--- src/rtl/cache_pkg.sv ---
// Shared types and helpers for the direct-mapped word cache controller.
package cache_pkg;

  typedef enum logic [1:0] {
    IDLE,
    WB,
    FILL,
    REFILL_WR
  } state_t;

  localparam int TAG_W = 19;
  localparam int IDX_W = 11;
  localparam int OFF_W = 2;

  // Byte-lane merge of store data over the current cache word.
  function automatic logic [31:0] byte_merge(input logic [3:0]  be,
                                             input logic [31:0] wdata,
                                             input logic [31:0] rdata);
    logic [31:0] res;
    res = rdata;
    for (int i = 0; i < 4; i++) begin
      if (be[i]) res[8*i +: 8] = wdata[8*i +: 8];
    end
    return res;
  endfunction

endpackage

--- src/rtl/sat_counter.sv ---
// Event counter that sticks at all-ones instead of wrapping.
module sat_counter #(
  parameter int CNT_W = 32
) (
  input  logic             clk,
  input  logic             rst_b,
  input  logic             inc,
  output logic [CNT_W-1:0] cnt
);

  always_ff @(posedge clk or negedge rst_b) begin
    if (!rst_b) begin
      cnt <= '0;
    end else if (inc && (cnt != {CNT_W{1'b1}})) begin
      cnt <= cnt + CNT_W'(1);
    end
  end

endmodule

--- src/rtl/cache_ctrl.sv ---
// Miss-handling controller for the direct-mapped word cache: zero-wait hits,
// dirty-victim writeback, refill, replay as a hit, and saturating counters.
module cache_ctrl
  import cache_pkg::*;
#(
  parameter int XLEN  = 32,
  parameter int CNT_W = 32
) (
  input  logic             clk,
  input  logic             rst_b,
  input  logic             cpu_rd,
  input  logic             cpu_wr,
  input  logic [XLEN-1:0]  cpu_addr,
  input  logic [3:0]       cpu_be,
  input  logic [XLEN-1:0]  cpu_wdata,
  output logic [XLEN-1:0]  cpu_rdata,
  output logic             cpu_ready,
  output logic [XLEN-1:0]  c_addr,
  output logic             c_we,
  output logic [XLEN-1:0]  c_wdata,
  input  logic [XLEN-1:0]  c_rdata,
  input  logic             c_hit,
  input  logic             c_dirty,
  input  logic [XLEN-1:0]  c_miss_addr,
  output logic             mem_req,
  output logic             mem_we,
  output logic [XLEN-1:0]  mem_addr,
  output logic [XLEN-1:0]  mem_wdata,
  input  logic [XLEN-1:0]  mem_rdata,
  input  logic             mem_ack,
  output logic [CNT_W-1:0] hit_cnt,
  output logic [CNT_W-1:0] miss_cnt,
  output logic [CNT_W-1:0] wb_cnt
);

  state_t          state;
  logic [XLEN-1:0] victim;
  logic [XLEN-1:0] vdata;
  logic [XLEN-1:0] rbuf;
  logic [XLEN-1:0] line_addr;
  logic            req;
  logic            hit_now;
  logic            miss_now;
  logic            wb_done;
  logic            unused_addr_bits;

  assign req       = cpu_rd | cpu_wr;
  assign line_addr = {cpu_addr[TAG_W+IDX_W+OFF_W-1:OFF_W], {OFF_W{1'b0}}};
  assign hit_now   = (state == IDLE) && req && c_hit;
  assign miss_now  = (state == IDLE) && req && !c_hit;
  assign wb_done   = (state == WB) && mem_ack;
  assign unused_addr_bits = ^cpu_addr[OFF_W-1:0];

  // A simultaneous read and write request is served as a store.
  always_comb begin
    c_addr    = '0;
    c_we      = 1'b0;
    c_wdata   = '0;
    cpu_ready = 1'b0;
    cpu_rdata = '0;
    if (rst_b) begin
      c_addr = line_addr;
      if (hit_now) begin
        cpu_ready = 1'b1;
        if (cpu_wr) begin
          c_we    = 1'b1;
          c_wdata = byte_merge(cpu_be, cpu_wdata, c_rdata);
        end else begin
          cpu_rdata = c_rdata;
        end
      end else if (state == REFILL_WR) begin
        c_we    = 1'b1;
        c_wdata = rbuf;
      end
    end
  end

  // The memory port is a pure decode of the state, so reset drops it at once
  // and WB hands straight over to FILL without releasing mem_req.
  always_comb begin
    mem_req   = 1'b0;
    mem_we    = 1'b0;
    mem_addr  = '0;
    mem_wdata = '0;
    case (state)
      WB: begin
        mem_req   = 1'b1;
        mem_we    = 1'b1;
        mem_addr  = victim;
        mem_wdata = vdata;
      end
      FILL: begin
        mem_req  = 1'b1;
        mem_addr = line_addr;
      end
      default: ;
    endcase
  end

  always_ff @(posedge clk or negedge rst_b) begin
    if (!rst_b) begin
      state  <= IDLE;
      victim <= '0;
      vdata  <= '0;
      rbuf   <= '0;
    end else begin
      unique case (state)
        IDLE: begin
          if (miss_now) begin
            victim <= c_miss_addr;
            vdata  <= c_rdata;
            state  <= c_dirty ? WB : FILL;
          end
        end
        WB: begin
          if (mem_ack) state <= FILL;
        end
        FILL: begin
          if (mem_ack) begin
            rbuf  <= mem_rdata;
            state <= REFILL_WR;
          end
        end
        REFILL_WR: state <= IDLE;
        default:   state <= IDLE;
      endcase
    end
  end

  sat_counter #(.CNT_W(CNT_W)) u_hit_cnt (
    .clk   (clk),
    .rst_b (rst_b),
    .inc   (hit_now),
    .cnt   (hit_cnt)
  );

  sat_counter #(.CNT_W(CNT_W)) u_miss_cnt (
    .clk   (clk),
    .rst_b (rst_b),
    .inc   (miss_now),
    .cnt   (miss_cnt)
  );

  sat_counter #(.CNT_W(CNT_W)) u_wb_cnt (
    .clk   (clk),
    .rst_b (rst_b),
    .inc   (wb_done),
    .cnt   (wb_cnt)
  );

endmodule
--- config.mk ---
export PLATFORM = sky130hd
export DESIGN_NAME = cache_ctrl
export DESIGN_NICKNAME = d
export VERILOG_FILES = /design/src/rtl/cache_pkg.sv /design/src/rtl/sat_counter.sv /design/src/rtl/cache_ctrl.sv
export SDC_FILE = /design/constraint.sdc
export NUM_CORES = 1
export LEC_CHECK = 0
export ABC_AREA = 1
export BUFFER_PORTS_ARGS = -buffer_cell sky130_fd_sc_hd__buf_4
export CORE_AREA = 4 4 166 168
export CTS_CLUSTER_DIAMETER = 200
export CTS_CLUSTER_SIZE = 30
export DETAILED_ROUTE_END_ITERATION = 7
export DIE_AREA = 0 0 170 172
export PLACE_DENSITY = 0.89
export SETUP_SLACK_MARGIN = 0.02
export SKIP_CTS_REPAIR_TIMING = 1
export SYNTH_ARGS = -nofsm -noshare
export SYNTH_HDL_FRONTEND = slang
export SYNTH_HIERARCHICAL = 1
export SYNTH_SLANG_ARGS = --single-unit
--- constraint.sdc ---
create_clock -name clk -period 3.87 [get_ports clk]
set_clock_uncertainty 0.2 [all_clocks]
set_input_delay 0.387 -clock clk [delete_from_list [all_inputs] [get_ports clk]]
set_output_delay 0.387 -clock clk [all_outputs]
set_load 0.01 [all_outputs]
* Word level (Yosys, flattened, before mapping)
Index checks and enable logic that the tools add are counted.
Operators by class: $add $sub $neg 3, eq/ne operators 9, multiplexer cells 27, bitwise operators 1, reduce and logical (&&, ||, !) cells 13
Operators by type and width (count):
- $mux W32 | 9
- $add A32 B1 Y32 const B | 3
- $ne A32 B32 Y1 const B | 3
- $pmux W32 S2 | 1
- $mux W8 | 4
- $mux W1 | 8
- $mux W2 | 4
- $pmux W2 S4 | 1
- $logic_and A1 B1 Y1 | 7
- $eq A2 B2 Y1 const B | 2
- $ne A2 B2 Y1 const B | 2
- $reduce_and A2 Y1 | 2
- $reduce_and A3 Y1 | 1
- $eq A2 B1 Y1 const B | 1
- $logic_not A2 Y1 | 1
- $ne A2 B1 Y1 const B | 1
- $reduce_or A2 Y1 | 1
- $logic_not A1 Y1 | 1
- $or A1 B1 Y1 | 1
Word-level totals: flip-flop bits (word level) 194, input port bits 171, output and inout bits 260, word-level logic and storage cells 60

* Longest topological paths before layout
word-level depth 5, mapped depth 13, gate-level depth less buffers 11

* Hierarchy
Netlist, hierarchy kept.
Modules (own cells, without submodules):
- sat_counter | instances 3, cells an instance 333, area an instance 2190.9 um^2, seq. area each 800.8 um^2
- cache_ctrl | instances 1, cells an instance 963, area an instance 6258.5 um^2, seq. area each 2452.4 um^2

* Worst setup path before layout
No wires, ideal clock.
kind register -> register, from reg state[1], to reg u_wb_cnt.cnt[26], library setup time 117 ps, data arrival time 2254 ps, required time 3553 ps, path slack 1299 ps, cell stages (with the launch flop) 14, path buffers 2, clock period less this slack 2571 ps, cell sequence dfrtp_1 -> inv_1 -> ha_1 -> buf_2 -> buf_1 -> nand2_1 -> inv_1 -> inv_1 -> nor2_1 -> nand2_1 -> nor2_1 -> nand3_1 -> nand2_1 -> nand2_1
On the way: longest elaborated chain between the ends 3
RTL lines:
- from (decl) | RTL line cache_ctrl.sv:36 | state_t state;
- from (signal assigned) | RTL line cache_ctrl.sv:112 | state <= c_dirty ? WB : FILL;
- $eq A2 B1 Y1 | RTL line cache_ctrl.sv:51 | assign wb_done = (state == WB) && mem_ack;
- $logic_and A1 B1 Y1 | RTL line cache_ctrl.sv:51
- named net wb_done | RTL line cache_ctrl.sv:44 | logic wb_done;
- $logic_and A1 B1 Y1 | RTL line sat_counter.sv:14 | end else if (inc && (cnt != {CNT_W{1'b1}})) begin
- to (signal assigned) | RTL line sat_counter.sv:15 | cnt <= cnt + CNT_W'(1);
- to (decl) | RTL line sat_counter.sv:8 | output logic [CNT_W-1:0] cnt
The timed path passes the listed nets, and every way through them passes these cells. A chain may end at the register's enable or synchronous reset.

* Worst setup path after layout
from reg state[0], to out cpu_rdata[17]
On the way: longest elaborated chain between the ends 5
RTL lines:
- $logic_not A2 Y1 | RTL line cache_ctrl.sv:49 | assign hit_now = (state == IDLE) && req && c_hit;
- $logic_and A1 B1 Y1 (2 in series) | RTL line cache_ctrl.sv:49
- $mux W32 | RTL line cache_ctrl.sv:63 | if (hit_now) begin
- $mux W32 | RTL line cache_ctrl.sv:61 | if (rst_b) begin
- to (decl) | RTL line cache_ctrl.sv:16 | output logic [XLEN-1:0] cpu_rdata,
No other way between the ends.

==> metrics.txt <==
Die ar.=29200 um^2; sw power=0.00319 W; HP Class=in2reg; Sum Neg Setup Slack=0 ps; DRC=0; Final Cell Area=roughly 17000 um^2; PnR Total Power=0.00803 W; fmax=0.281 GHz; critical path class=reg2out; Final Hold Violating Endpoints=2; Critical Path RT=~3300 ps; Routed WL per cell=18.0 um; PortBufs=between 400 and 500; Cells after Synth=1962; Core ar.=25900 um^2; Clock Tree Root=clkbuf_16; share of cells above drive strength 1=between 20% and 30%; startpoint types=register; detailed placer's ending HPWL=36300 um; arrival time at the worst endpoint=2970 ps; CP startpoint=state[0]$_DFFE_PN0P_; number of vias per cell=5.26; Iteration-0 DRC Markers=1493; mapped cell area=12800 um^2; DR pass1 iterations=6; period utilization=92.0%; GR Util All Layers=31.7%; Synth top cells by count=875 x nand2_1, 224 x inv_1, 223 x nor2_1; chip height=172 um; violated checks=hold timing; Crit. End Element=output port; CTS tree=built; row cnt=59; Max-Slew Margin vs Limit=39.1%; DRT Wirelength=between 40000 and 50000 um; Clock Pin Slew Worst Setup and Hold Paths=80 ps; leading area contributor after synthesis=dfrtp_1; area delta synth->final=34.8%; synthesized flop and latch total=194; syn avg cell area=between 6 and 7 um^2; Area contributors post-synth=dfrtp_1 38%, nand2_1 26%, inv_1 6.6%; P_int=0.00484 W; initial antenna violation count=3; CTS Sinks=194; PwrDens=464 nW/um^2; Worst R2R Start=state[0]$_DFFE_PN0P_; Routed Antenna Nets=0; vias=14500; warnings from Yosys=6; H-tree depth=4; maximum VDD drop=0.361 mV; Worst Max-Slew Pin Slew=slightly above 900 ps; switching portion of total power=between 30 and 40%; placed cell areas=16100 um^2; largest net degree at the start of global routing=between 90 and 100; # setup viols final=0; Synth top area share=37.8%; Layout Cells excl Fill=2758; RSZ-0062 raised after global routing=no; Post-synth EDFFs=0; CP Max Fanout=34; Chip Width=170 um; clock network power share=22.7%; Seq pwr share=between 30 and 40%; combinational share of power=40.8%; min-delay src=c_miss_addr[1]; Lkg Pwr=9.23 nW; max-cap check violation count=0; post-synthesis sequential area ratio=between 30% and 40%; GRT overflow=0; CTS buffer count=17; RePlAce Congestion=between 0.9 and 1; ys flop type=dfrtp_1; initial core utilization=about half; Worst-Skew Late Latency=between 400 and 500 ps; Tmin final=between 3000 and 4000 ps; max-slew violations=0; first-pass GRT wire length=about 73000 um; Hold Slack=-7.85 ps; dpl cells=2663; total I/O pin count=approximately 430; deepest clock path buffer count=2; synth unique cells=33; vias in the first global route=13200; share of flip-flops with an asynchronous set or reset=100%; Final Util=66.7%; Nets=2587; count leader, synth=nand2_1; outcome=complete, but fails checks
## layer usage
layer  global-route usage (%)  part of all wire, %
met1                     41.0                   40
met2                     55.2                   50
met3                     5.01                  7.7
met4                     9.90                  2.9
met5                        0                    0
## through the flow
step | setup slack (ps) | hold slack (ps)
floorplan | 1300 | -109
global placement | 914 | 119
detailed placement | 792 | 121
CTS | 365 | -358
global route | 176 | -0.149
finish | 310 | -7.85
## logic make-up (layout without fill, tap and decap cells)
kind of cell	count (synthesis)	in the layout	synth area share, %
AOI/OAI and AO/OA	83	83	3.42
xor gates and xnor gates	24	24	1.64
adders and majority gates	8	8	0.780
buffers and inverters	304	762	10.5
DFF	194	194	37.8
muxes	32	32	2.81
other	1	4	0.0292
and+or+nand+nor	1316	1316	43.0
## path summary, 6_finish.rpt
check / endpoint / slack (ps) / cells past startpoint
worst max-delay path: cpu_rdata[17] / 310 / 7
worst min-delay path: victim[1]$_DFFE_PN0P_ / -8 / 3
min in group asynchronous: u_hit_cnt/cnt[4]$_DFFE_PN0P_ / 240 / 2
worst max register to register: u_hit_cnt/cnt[26]$_DFFE_PN0P_ / 1110 / 11
worst min register to register: victim[12]$_DFFE_PN0P_ / 290 / 2
max in group asynchronous: vdata[6]$_DFFE_PN0P_ / 1470 / 4
## worst max-delay path, cell delays in order, from the launching register on
cell and delay [ps]:
dfrtp_1 420, inv_1 130, ha_1 330, nand3_4 420
nor2_4 250, nand2_2 470, nor2_1 320, buf_4 190
## sequential cells by signal, indices dropped and copies added, names as in the netlist
| name | count |
|---|---|
| u_wb_cnt/cnt | 32 |
| u_miss_cnt/cnt | 32 |
| victim | 32 |
| state | 2 |
| u_hit_cnt/cnt | 32 |
| vdata | 32 |
| rbuf | 32 |
## layout by cell type, fill, tap and decap left out, types with 2 or more instances in the layout
cell type	n
nand3_4	2
a21oi_1	30
nand2_4	7
nor3_1	3
nand2_1	875
clkbuf_16	17
nand3b_1	24
inv_8	2
o21bai_1	4
mux2_2	32
nand4_1	30
o21ai_0	43
nand3_1	104
nand3_2	3
buf_4	438
clkinv_2	2
clkbuf_8	2
nand2_2	25
ha_1	7
nor2_1	223
inv_2	6
nor2_4	13
a21oi_2	3
xnor2_1	21
inv_6	5
inv_1	224
o21ai_1	2
conb_1	2
nor2_2	6
diode_2	2
xor2_1	3
dlygate4sd3_1	61
dfrtp_1	194
## power groups by stage
stage                     Clock, W  Combinational, W  Sequential [W]
after floorplan                  0           0.00188         0.00288
after global placement           0           0.00309         0.00292
after detailed placement         0           0.00317         0.00295
after CTS                  0.00185           0.00318         0.00291
after global routing       0.00194           0.00358         0.00299
final                      0.00183           0.00327         0.00293
## layout make-up
class / count / area (um^2)
inverter: 230 / 863
tap: 335 / 419
timing repair buffer: 500 / 3910
clock buffer: 19 / 453
sequential: 194 / 4850
fill: 2197 / 8620
antenna: 2 / 5.00
multi-input combinational: 1465 / 6650
clock inverter: 13 / 139
Power figures use the tool's default switching activity.
